File: config.mk
export PLATFORM = sky130hd
export DESIGN_NAME = pipelined_cla_addsub
export DESIGN_NICKNAME = d
export VERILOG_FILES = /design/src/rtl/alu_pkg.sv /design/src/rtl/cla_group4.sv /design/src/rtl/pipelined_cla_addsub.sv
export SDC_FILE = /design/constraint.sdc
export NUM_CORES = 1
export LEC_CHECK = 0
export CELL_PAD_IN_SITES_DETAIL_PLACEMENT = 0
export CELL_PAD_IN_SITES_GLOBAL_PLACEMENT = 1
export CORE_MARGIN = 2
export CORE_UTILIZATION = 39
export DETAILED_ROUTE_END_ITERATION = 12
export PLACE_DENSITY_LB_ADDON = 0.1
export RECOVER_POWER = 50
export SLEW_MARGIN = 20
export SYNTH_ARGS = -nofsm -noshare
export SYNTH_HDL_FRONTEND = slang
export SYNTH_SLANG_ARGS = --single-unit
File: constraint.sdc
create_clock -name clk -period 2.7 [get_ports clk]
set_clock_uncertainty 0.15 [all_clocks]
set_input_delay 0.27 -clock clk [delete_from_list [all_inputs] [get_ports clk]]
set_output_delay 0.27 -clock clk [all_outputs]
set_load 0.01 [all_outputs]
File: src/rtl/alu_pkg.sv
// Shared ALU constants: CLA group size, add/sub opcode encoding and the 4-bit group P/G helper.
package alu_pkg;

  localparam int unsigned CLA_GROUP = 4;

  localparam logic ALU_OP_ADD = 1'b0;
  localparam logic ALU_OP_SUB = 1'b1;

  // Returns {P, G} for one 4-bit group from per-bit propagate/generate.
  function automatic logic [1:0] cla_group_pg(input logic [CLA_GROUP-1:0] p,
                                              input logic [CLA_GROUP-1:0] g);
    logic grp_p;
    logic grp_g;
    grp_p = &p;
    grp_g = g[3] | (p[3] & g[2]) | (p[3] & p[2] & g[1]) | (p[3] & p[2] & p[1] & g[0]);
    return {grp_p, grp_g};
  endfunction

endpackage

File: src/rtl/cla_group4.sv
// One 4-bit carry-lookahead group: local carries, sum bits and group propagate/generate.
module cla_group4
  import alu_pkg::*;
(
  input  logic [CLA_GROUP-1:0] p_i,
  input  logic [CLA_GROUP-1:0] g_i,
  input  logic                 c_i,
  output logic [CLA_GROUP-1:0] sum_o,
  output logic                 p_o,
  output logic                 g_o
);

  logic [CLA_GROUP-1:0] c;

  always_comb begin
    c[0] = c_i;
    c[1] = g_i[0] | (p_i[0] & c_i);
    c[2] = g_i[1] | (p_i[1] & g_i[0]) | (p_i[1] & p_i[0] & c_i);
    c[3] = g_i[2] | (p_i[2] & g_i[1]) | (p_i[2] & p_i[1] & g_i[0]) |
           (p_i[2] & p_i[1] & p_i[0] & c_i);
  end

  assign sum_o      = p_i ^ c;
  assign {p_o, g_o} = cla_group_pg(p_i, g_i);

endmodule

File: src/rtl/pipelined_cla_addsub.sv
// Pipelined CLA adder/subtractor: the carry chain is cut into STAGES registered segments,
// with valid/ready handshakes on both sides and carry/overflow/zero flags on the result.
module pipelined_cla_addsub
  import alu_pkg::*;
#(
  parameter int unsigned WIDTH  = 16,
  parameter int unsigned STAGES = 2
) (
  input  logic             clk,
  input  logic             rst_n,
  input  logic             in_valid,
  output logic             in_ready,
  input  logic [WIDTH-1:0] in_a,
  input  logic [WIDTH-1:0] in_b,
  input  logic             in_cin,
  input  logic             in_sub,
  output logic             out_valid,
  input  logic             out_ready,
  output logic [WIDTH-1:0] out_sum,
  output logic             out_cout,
  output logic             out_ovf,
  output logic             out_zero
);

  localparam int unsigned GROUPS = WIDTH / CLA_GROUP;
  localparam int unsigned SEG    = GROUPS / STAGES;
  localparam int unsigned SEG_W  = SEG * CLA_GROUP;
  localparam int unsigned LAST   = STAGES - 1;

  if ((WIDTH % CLA_GROUP) != 0 || WIDTH < 8 || STAGES < 1 || STAGES > GROUPS ||
      (GROUPS % STAGES) != 0) begin : g_bad_cfg
    $error("pipelined_cla_addsub: illegal WIDTH/STAGES combination");
  end

  logic [WIDTH-1:0]  b_mod;
  // x holds per-bit propagate for unresolved segments and final sum bits for resolved ones.
  logic [WIDTH-1:0]  x_src [STAGES];
  logic [WIDTH-1:0]  g_src [STAGES];
  logic [WIDTH-1:0]  x_d   [STAGES];
  logic [WIDTH-1:0]  x_q   [STAGES];
  logic [WIDTH-1:0]  g_q   [STAGES];
  logic [STAGES-1:0] v_src, c_src, c_d, v_q, c_q, adv;
  logic              ovf_d, zero_d, ovf_q, zero_q;

  assign b_mod = (in_sub == ALU_OP_ADD) ? in_b : ~in_b;

  always_comb begin
    v_src    = v_q << 1;
    v_src[0] = in_valid;
    c_src    = c_q << 1;
    c_src[0] = (in_sub == ALU_OP_SUB) ? 1'b1 : in_cin;
  end

  // A stage may load when it is empty or its content moves on in the same cycle.
  always_comb begin
    adv       = '0;
    adv[LAST] = ~v_q[LAST] | out_ready;
    for (int s = int'(LAST) - 1; s >= 0; s--) begin
      adv[s] = ~v_q[s] | adv[s+1];
    end
  end

  assign in_ready = adv[0];

  for (genvar s = 0; s < STAGES; s++) begin : g_stage
    localparam int unsigned LO = s * SEG_W;

    logic [SEG-1:0]   gp, gg;
    logic [SEG:0]     gc;
    logic [SEG_W-1:0] seg_sum;
    logic [WIDTH-1:0] x_seg;

    if (s == 0) begin : g_first
      assign x_src[s] = in_a ^ b_mod;
      assign g_src[s] = in_a & b_mod;
    end else begin : g_chain
      assign x_src[s] = x_q[s-1];
      assign g_src[s] = g_q[s-1];
    end

    for (genvar j = 0; j < SEG; j++) begin : g_grp
      cla_group4 u_grp (
        .p_i  (x_src[s][LO + CLA_GROUP*j +: CLA_GROUP]),
        .g_i  (g_src[s][LO + CLA_GROUP*j +: CLA_GROUP]),
        .c_i  (gc[j]),
        .sum_o(seg_sum[CLA_GROUP*j +: CLA_GROUP]),
        .p_o  (gp[j]),
        .g_o  (gg[j])
      );
    end

    // Group carries expanded as full lookahead sums of G/P products.
    always_comb begin
      logic run_g;
      logic run_p;
      run_g = 1'b0;
      run_p = 1'b1;
      gc    = '0;
      gc[0] = c_src[s];
      for (int j = 1; j <= int'(SEG); j++) begin
        run_g = 1'b0;
        run_p = 1'b1;
        for (int k = j - 1; k >= 0; k--) begin
          run_g = run_g | (run_p & gg[k]);
          run_p = run_p & gp[k];
        end
        gc[j] = run_g | (run_p & c_src[s]);
      end
    end

    always_comb begin
      x_seg              = x_src[s];
      x_seg[LO +: SEG_W] = seg_sum;
    end

    assign x_d[s] = x_seg;
    assign c_d[s] = gc[SEG];

    if (s == LAST) begin : g_flags
      // Carry into the MSB is recovered as sum[MSB] ^ p[MSB].
      assign ovf_d  = x_seg[WIDTH-1] ^ x_src[s][WIDTH-1] ^ gc[SEG];
      assign zero_d = ~|x_seg;
    end
  end

  always_ff @(posedge clk or negedge rst_n) begin
    if (!rst_n) begin
      for (int s = 0; s < int'(STAGES); s++) begin
        x_q[s] <= '0;
        g_q[s] <= '0;
      end
      v_q    <= '0;
      c_q    <= '0;
      ovf_q  <= 1'b0;
      zero_q <= 1'b0;
    end else begin
      for (int s = 0; s < int'(STAGES); s++) begin
        if (adv[s]) begin
          v_q[s] <= v_src[s];
          x_q[s] <= x_d[s];
          g_q[s] <= g_src[s];
          c_q[s] <= c_d[s];
        end
      end
      if (adv[LAST]) begin
        ovf_q  <= ovf_d;
        zero_q <= zero_d;
      end
    end
  end

  assign out_valid = v_q[LAST];
  assign out_sum   = x_q[LAST];
  assign out_cout  = c_q[LAST];
  assign out_ovf   = ovf_q;
  assign out_zero  = zero_q;

endmodule

Word-level counts from Yosys, hierarchy flattened
Index checks and enable logic that the tools add are counted.
Widths: inputs -> output; s select.
Operators by class
  $add $sub $neg: 0
  bitwise logic cells: 119
  mux-type cells: 2
  eq/ne operators: 0
  multipliers: 0
  div/mod/pow operators: 0
  order comparisons: 0
  reduce and logical (&&, ||, !) cells: 6
  shift operators: 0
Operators by type and width (count)
  $and 1x1->1: 64
  $or 1x1->1: 44
  $and 16x16->16: 1
  $mux 16: 1
  $not 16->16: 1
  $reduce_and 4->1: 4
  $reduce_or 16->1: 1
  $xor 16x16->16: 1
  $xor 4x4->4: 4
  $not 1->1: 2
  $xor 1x1->1: 2
  $logic_not 1->1: 1
  $mux 1: 1
Word-level totals
  memories kept: 0
  memory bits (read-only): 0
  register bits: 54
  input port bits: 38
  RAM bits: 0
  output and inout port bits: 21
  latch bits: 0
  logic and storage cells: 136

Depth between registers and ports, before layout
Gate-level depths: netlist of the first run.
  depth after elaboration: 11
  mapped depth: 10
  mapped depth without buffers: 9

Modules after synthesis
Synthesis of the first run repeated with hierarchy kept, for this count alone.
Second synthesis, totals
  cells, all modules: 260
  area, all modules: 2781.4 µm²
Modules (own cells, without submodules)
  pipelined_cla_addsub: seq. area each 1151.1 µm², area each 2376.0 µm², cells an instance 204, times used 1
  cla_group4: seq. area each 0.0 µm², area each 101.3 µm², cells an instance 14, times used 4

Least setup slack after synthesis of the first run
Ideal clock, no wire load.
  kind: input to register
  start point: input in_sub
  end point: register x_q, in the netlist g_stage[1].x_seg[4]
  path buffers: 2
  setup time: 78 ps
  stages on the path: 9
  required time: 2472 ps
  slack: 49 ps
  arrival: 2422 ps
  cell sequence: buf_2 buf_1 xor2_1 ha_1 a21oi_1 nand2_1 a21oi_1 fa_1 a21oi_1
Between the ends
  word-level cells in the longest chain between the ends: 8
  elaborated cells between the ends (all ways): 16
  classes of those cells: mux: 2; bitwise: 13; reduce/logical: 1
Ends and longest elaborated chain
  from (decl): line pipelined_cla_addsub.sv:16  | input logic in_sub,
  $mux 16: line pipelined_cla_addsub.sv:45  | assign b_mod = (in_sub == ALU_OP_ADD) ? in_b : ~in_b;
  $xor 16x16->16 / $and 16x16->16 (equally long branches): line pipelined_cla_addsub.sv:74, pipelined_cla_addsub.sv:75
  $and 1x1->1: line alu_pkg.sv:15  | grp_g = g[3] | (p[3] & g[2]) | (p[3] & p[2] & g[1]) | (p[3] & p[2] & p[1] & g[0]);
  $or 1x1->1 / $and 1x1->1 (equally long branches) (2 in series): line alu_pkg.sv:15
  $or 1x1->1: line alu_pkg.sv:15
  $or 1x1->1: line pipelined_cla_addsub.sv:107  | gc[j] = run_g | (run_p & c_src[s]);
  $xor 4x4->4 (*): line cla_group4.sv:23  | assign sum_o = p_i ^ c;
  to (signal, indexed assignment): line pipelined_cla_addsub.sv:140  | x_q[s] <= x_d[s];
  to (decl): line pipelined_cla_addsub.sv:40  | logic [WIDTH-1:0] x_q [STAGES];
Mark *: on every way between the ends. The rest lies on a longest branch, timed or not.
A chain may end at the register's enable or synchronous reset.

Final worst setup path of the first run
  start point: register g_q[24] in the netlist's numbering
  end point: register zero_q, in the netlist out_zero
Between the ends
  elaborated cells between the ends (all ways): 20
  classes of those cells: bitwise: 18; reduce/logical: 2
RTL lines
  from (decl): line pipelined_cla_addsub.sv:41  | logic [WIDTH-1:0] g_q [STAGES];
  from (signal, indexed assignment): line pipelined_cla_addsub.sv:141  | g_q[s] <= g_src[s];
  $and 1x1->1: line alu_pkg.sv:15
  $or 1x1->1: line alu_pkg.sv:15
  $or 1x1->1: line pipelined_cla_addsub.sv:107
  $xor 4x4->4: line cla_group4.sv:23
  named net g_stage[1].g_grp[1].u_grp.sum_o[0]: line cla_group4.sv:8  | output logic [CLA_GROUP-1:0] sum_o,
  $reduce_or 16->1: line pipelined_cla_addsub.sv:122  | assign zero_d = ~|x_seg;
  $logic_not 1->1: line pipelined_cla_addsub.sv:122
  to (signal assigned): line pipelined_cla_addsub.sv:147  | zero_q <= zero_d;
  to (decl): line pipelined_cla_addsub.sv:43  | logic ovf_d, zero_d, ovf_q, zero_q;
The timed path passes the listed nets, and every way through them passes these cells.

==> metrics.csv, run 1 <==
stage,metric,value,unit
power,p_leak,1.47,nW
logic_synthesis,ys_top_cells_by_count,"dfrtp_1 (46), mux2_2 (25), xor2_1 (22)",
status,status,"finished, final reports clean",
sta,layout_setup_ws,160,ps
sta,relSlewSlack,21.4,%
logic_synthesis,yosysMostFrequentCell,dfrtp_1,
drt,viasPerCell,4.82,
sta,hold_violations,0,
power,p_per_area,675,mW/mm²
logic_synthesis,synth_top_cell_by_area,dfrtp_1,
power,p_comb_share,37.5,%
logic_synthesis,synth_area_leaders,"dfrtp_1 (46%), mux2_2 (11%), ha_1 (9.1%), xor2_1 (7.8%), a21oi_1 (2.8%)",
global_route,gr-usage-all-layers,14.1,%
power,p_int,0.00155,W
global_route,grt_max_degree,47,
drt,ant_nets,0,
drt,wl_per_cell,12.9,µm
setup_path,worstPathRequired,2750,ps
logic_synthesis,ys_warn_count,0,
logic_synthesis,ys.flop_type,dfrtp_1,
sta,post-route-min-period,2540,ps
setup_path,critPathCaptureType,register,
flow_run,drv_cap,0,
layout,fin_util,53.8,%
floorplanning,core_area,0.00624,mm²
global_route,grt_pass1_wl,8000,µm
layout,antenna_cells,0,
drt,wl,4720,µm
drt,num_vias,1759,
cts,clock_latency,300,ps
cts,cts_made_buffers,5,
floorplanning,initial_core_util,39.8,%
sta,fin_setup_tns,0,ps
sta,drv_slew,0,
logic_synthesis,syn-num-nets,270,
sta,fmax,394,MHz
logic_synthesis,synth_area_per_cell,11.7,µm²
logic_synthesis,synth_seq_area_share,46.4,%
floorplanning,rows,29,
layout,instances_no_fill,365,
floorplanning,die_w,83.8,µm
layout,area.growth.synth_to_final,35.3,%
cts,cts_sinks,46,
logic_synthesis,syn_inst,212,
setup_path,critPathKind,register to register,
logic_synthesis,synth.top_cell.area_share,46.4,%
logic_synthesis,synth-seq-cells,46,
layout,fin_area,0.00336,mm²
power,seq_power_share,44.2,%
cts,htree_levels,2,
global_route,antenna_found_initial,0,
placed_design,gp_congestion,0.832,
logic_synthesis,synth_area,0.00248,mm²
logic_synthesis,synth-edff-count,0,
power,p_sw,0.000720,W
sta,worst_pin_slew,1180,ps
placed_design,dp_hpwl,3750,µm
placed_design,dpl_cell_area,0.00322,mm²
placed_design,place_ws,-76.8,ps
placed_design,dp.cells,352,
placed_design,io_buffer_count,58,
global_route,grt_pass1_vias,1665,
setup_path,path_max_fanout,3,
hold_path,worstHoldPathType,register to register,
drt,drc,0,
power,clkPwrFrac,18.2,%
logic_synthesis,ys_types,35,
floorplanning,dieArea,0.00702,mm²
cts,clockRootBuffer,clkbuf_8,
cts,cts_tree,yes,
sta,setup_viol,0,
cts,cts_max_path_buffers,2,
cts,clk_pin_slew_worst_paths,90,ps
drt,drtIter0Drc,101,
setup_path,worstPathArrival,2590,ps
global_route,gr-total-overflow,0,
power,ir_drop,314,µV
sta,post-route-period-util,94.1,%
logic_synthesis,synth_async_sr_flop_share,100,%
drt,drt_pass1_iterations,4,
layout,finalNetCount,345,
floorplanning,ioPinCount,59,
setup_path,critPathLaunchType,register,
floorplanning,die_h,83.8,µm
power,swShare,31.7,%
layout,drive_above_1_share,20.5,%
final cells by class:
| class | instances | area, µm² |
|---|---|---|
| multi-input combinational | 151 | 1290 |
| tap | 77 | 96.3 |
| clock inverter | 2 | 13.8 |
| fill | 580 | 2880 |
| clock buffer | 6 | 72.6 |
| inverter | 7 | 26.3 |
| timing repair buffer | 76 | 706 |
| sequential | 46 | 1150 |
repair_timing:
item | CTS | global route
setup endpoints to repair | 0 | 1
buffers inserted | 0 | 4
hold buffers | 0 | 1
hold endpoints to repair | 0 | 46
gates resized for setup | 0 | 3
layout by cell type (no fill, tap or decap), types with 2 or more instances in the layout:
cell and instances:
nor2_1 16, nand2b_1 2, dfrtp_1 46, clkbuf_1 3, xor2_1 22, mux2_1 3, a21oi_1 14, ha_1 18
clkdlybuf4s50_1 51, nand4_1 2, xnor2_1 6, o21ai_0 7, dlygate4sd3_1 7, mux2_2 25, inv_1 7, nand2_1 11
fa_1 2, o21ai_1 3, clkbuf_8 5, buf_4 15, o21a_1 3
layer usage:
metal  vias to the layer above  track usage [%]  part of all wire (%)
li1                        895                -                     -
met1                       817             20.5                    51
met2                        45             20.9                    44
met3                         2             3.56                   5.2
met4                         0             3.96                  0.47
met5                         -                0                     0
power groups by stage:
| stage | clock network [W] | registers (W) | logic (W) |
|---|---|---|---|
| 3_5_place_dp | 0 | 0.00102 | 0.000853 |
| 4_1_cts | 0.000426 | 0.00101 | 0.000858 |
| 6_report | 0.000413 | 0.00100 | 0.000852 |
| 2_1_floorplan | 0 | 0.00104 | 0.000394 |
| 5_1_grt | 0.000449 | 0.00103 | 0.000935 |
| 3_3_place_gp | 0 | 0.00101 | 0.000839 |
sequential cells by signal (all words and copies together) (netlist names):
| signal | cells |
|---|---|
| g_stage.x_seg | 8 |
| out_ovf | 1 |
| v_q | 2 |
| g_q | 8 |
| out_sum | 16 |
| out_zero | 1 |
| x_q | 8 |
| c_q | 2 |
worst max-delay path, stage by stage (launching register included):
cell,delay (ps)
dfrtp_1,410
a211oi_2,260
o21bai_2,90
a21o_2,210
ha_1,300
or4_4,440
nor4_4,250
nand4_1,120
o41ai_2,200
per-stage QoR:
| step | hold slack, ps | total power, W |
|---|---|---|
| final | 343 | 0.00227 |
| after global routing | 376 | 0.00242 |
| after CTS | 19.5 | 0.00229 |
| after detailed placement | 334 | 0.00187 |
| after global placement | 312 | 0.00185 |
| after floorplan | -176 | 0.00143 |
kinds of logic after synthesis:
kind of cell / Yosys count / share of synthesized area, %
AO/OA/AOI/OAI: 37 / 11.1
XOR/XNOR: 28 / 9.88
adder cells (fa/ha/maj): 20 / 10.7
buffers and inverters: 15 / 2.32
flip-flops: 46 / 46.4
multiplexers: 28 / 12.7
AND/OR/NAND/NOR: 38 / 6.96
final timing paths:
path	from	to	slack [ps]	cells after the start
max in group asynchronous	rst_n	g_stage[1].x_seg[0]	1160	2
setup / recovery	g_q[24]	out_zero	160	8
setup reg to reg	g_q[24]	out_zero	160	8
hold / removal	out_sum[14]	out_sum[14]	340	1
min in group asynchronous	rst_n	out_sum[11]	560	2
hold reg to reg	out_sum[14]	out_sum[14]	340	1
(Power assumes the default switching activity.)
==> run 2: changes to the inputs <==
PLACE_DENSITY = 0.9   (was unset)
PLACE_DENSITY_LB_ADDON = unset   (was 0.1)
==> run 2 against run 1 <==
  * Final cell count decreased by 0.82%
  * Critical path depth unchanged
  * Fmax increased by 0.47%
  * Flip-flop and latch count unchanged
  * Critical path type unchanged
==> metrics.csv, run 2 (synthesis gave the netlist of run 1 again) <==
stage,metric,value,unit,change
sta,setup_viol,0,,unchanged
setup_path,reg2reg_from,g_q[24],,
drt,drtIter0Drc,100,,-0.99%
global_route,grt_pass1_vias,1782,,+7.0%
cts,clockRootBuffer,clkbuf_8,,
cts,cts_sinks,46,,unchanged
floorplanning,die_w,83.8,µm,unchanged
cts,cts_tree,yes,,
sta,fmax,396,MHz,+0.47%
floorplanning,core_area,0.00624,mm²,unchanged
setup_path,path_max_fanout,3,,unchanged
power,power,0.00228,W,+0.62%
setup_path,worstPathRequired,2750,ps,about the same
hold_path,worstHoldStart,c_q[1],,
setup_path,critPathCaptureType,register,,
layout,multi_input_comb_area,0.00127,mm²,-1.5%
placed_design,io_buffer_count,58,,unchanged
hold_path,hold_path_depth,2,,+1
cts,cts_max_path_buffers,2,,unchanged
floorplanning,dieArea,0.00702,mm²,unchanged
placed_design,dpl_cell_area,0.00323,mm²,+0.23%
setup_path,timing.rr.end,out_zero,,
flow_run,drv_cap,0,,unchanged
layout,drive_above_1_share,19.3,%,-1.2 points
setup_path,worstPathArrival,2580,ps,about the same
sta,post-route-period-util,93.6,%,-0.44 points
setup_path,critPathLaunchType,register,,
floorplanning,die_h,83.8,µm,unchanged
floorplanning,initial_core_util,39.8,%,unchanged
drt,viasPerCell,4.86,,+0.77%
global_route,gr-usage-all-layers,14.9,%,+0.82 points
drt,ant_nets,0,,unchanged
floorplanning,rows,29,,unchanged
layout,antenna_cells,0,,unchanged
global_route,gr-total-overflow,0,,unchanged
sta,relSlewSlack,25.8,%,+4.4 points
layout,finalNetCount,342,,-0.87%
sta,rsz0062_at_grt,false,,
power,p_comb_share,37.4,%,about the same
drt,drc,0,,unchanged
layout,fillCellCount,568,,-2.1%
power,p_leak,1.45,nW,-1.4%
layout,largest_reg_flops,16,,unchanged
drt,num_vias,1758,,-0.057%
setup_path,critPathKind,register to register,,
drt,drt_pass1_iterations,4,,unchanged
floorplanning,ioPinCount,59,,unchanged
power,p_int,0.00158,W,+1.8%
setup_path,reg2reg_slack,170,ps,about the same
drt,wl,4770,µm,+1.0%
layout,final_cell_mix,"clkdlybuf4s50_1 (57), dfrtp_1 (46), mux2_2 (25), xor2_1 (22), ha_1 (18)",,
cts,cts_made_buffers,5,,unchanged
cts,clk_pin_slew_worst_paths,90,ps,about the same
placed_design,gp_congestion,0.795,,-4.4%
power,p_sw,0.000707,W,-1.9%
cts,clock_latency,300,ps,about the same
power,swShare,31.0,%,-0.79 points
hold_path,worstHoldPathType,register to register,,
power,ir_drop,311,µV,-1.0%
layout,area.growth.synth_to_final,33.9,%,
global_route,grt_pass1_wl,8450,µm,+5.6%
power,p_per_area,687,mW/mm²,+1.7%
power,seq_power_share,43.7,%,-0.5 points
drt,wl_per_cell,13.2,µm,+1.8%
sta,drv_slew,0,,unchanged
hold_path,min_delay_worst_endpoint,c_q[1],,
layout,layout_commonest_cell,clkdlybuf4s50_1,,
global_route,grt_max_degree,47,,unchanged
global_route,antenna_found_initial,0,,unchanged
cts,post_cts_resized,0,,unchanged
placed_design,dp_hpwl,3770,µm,+0.49%
cts,htree_levels,2,,unchanged
sta,holdWs,342,ps,-0.997 ps
layout,ff_latch_area,0.00115,mm²,unchanged
status,status,"finished, final reports clean",,
sta,worst_pin_slew,1110,ps,-66.3 ps
layout,fin_area,0.00332,mm²,-1.0%
setup_path,rr_worst_depth,8,,unchanged
sta,post-route-min-period,2530,ps,-11.8 ps
power,clkPwrFrac,18.9,%,+0.7 points
sta,hold_violations,0,,unchanged
## run 2: cell count changes in the layout (fill, tap and decap cells not counted), sizes merged
| cell | previous run | this run |
|---|---|---|
| buf | 15 | 11 |
| clkbuf | 9 | 10 |
| clkdlybuf4s50 | 51 | 57 |
| clkinv | 2 | 1 |
| clkinvlp | 0 | 1 |
| dlygate4sd3 | 7 | 1 |
## run 2: power groups by stage
| stage | clock, W | sequential, W | combinational [W] |
|---|---|---|---|
| after floorplan | 0 | 0.00104 | 0.000394 |
| after global placement | 0 | 0.00101 | 0.000850 |
| after detailed placement | 0 | 0.00102 | 0.000864 |
| after CTS | 0.000443 | 0.00100 | 0.000868 |
| after global routing | 0.000473 | 0.00103 | 0.000941 |
| final | 0.000431 | 0.000998 | 0.000852 |
## run 2: how the worst max path moves through the flow
| stage | start | slack, ps | endpoint | depth (start not counted) |
|---|---|---|---|---|
| floorplan | in_sub | 50 | g_stage[1].x_seg[4] | 9 |
| global placement | in_sub | -9 | g_stage[1].x_seg[5] | 10 |
| detailed placement | in_sub | -80 | g_stage[1].x_seg[5] | 10 |
| CTS | g_q[25] | 150 | out_zero | 8 |
| global route | in_sub | 10 | g_stage[1].x_seg[4] | 9 |
| finish | g_q[24] | 170 | out_zero | 8 |
## run 2: timing repair
item,CTS,global route
buffers inserted,0,0
hold buffers,0,1
endpoints found under the setup margin,0,1
hold endpoints to repair,0,46
## run 2: area by class of cell
class,instances,share of cell area (%)
clock buffer,6,2.48
multi-input combinational,151,38.3
sequential,46,34.6
clock inverter,2,0.377
timing repair buffer,73,20.5
tap,77,2.90
inverter,7,0.791
## run 2: through the flow
step | cells | utilization [%] | setup TNS (ps) | setup WS [ps]
6_report | 362 | 53.2 | 0 | 172
5_1_grt | 362 | 53.2 | 0 | 14.5
4_1_cts | 361 | 53.3 | 0 | 154
3_5_place_dp | 353 | 51.8 | -230 | -78.2
3_3_place_gp | 353 | 51.8 | -9.42 | -9.42
2_1_floorplan | 212 | - | 0 | 49.1
## run 2: worst max-delay path: stages (launching register included)
cell and delay, ps:
dfrtp_1 410, a211oi_2 270, o21bai_2 110, a21o_2 210
ha_1 290, or4_1 410, nor4_1 170, nand4_1 140
o41ai_2 280
## run 2: layer usage
metal  track usage [%]  routed length (µm)  vias up
met1              20.6                2230      808
li1                  -                   -      887
met2              23.4                2200       59
met3              4.06                 292        4
met5                 0                   0        -
met4              3.67                  42        0
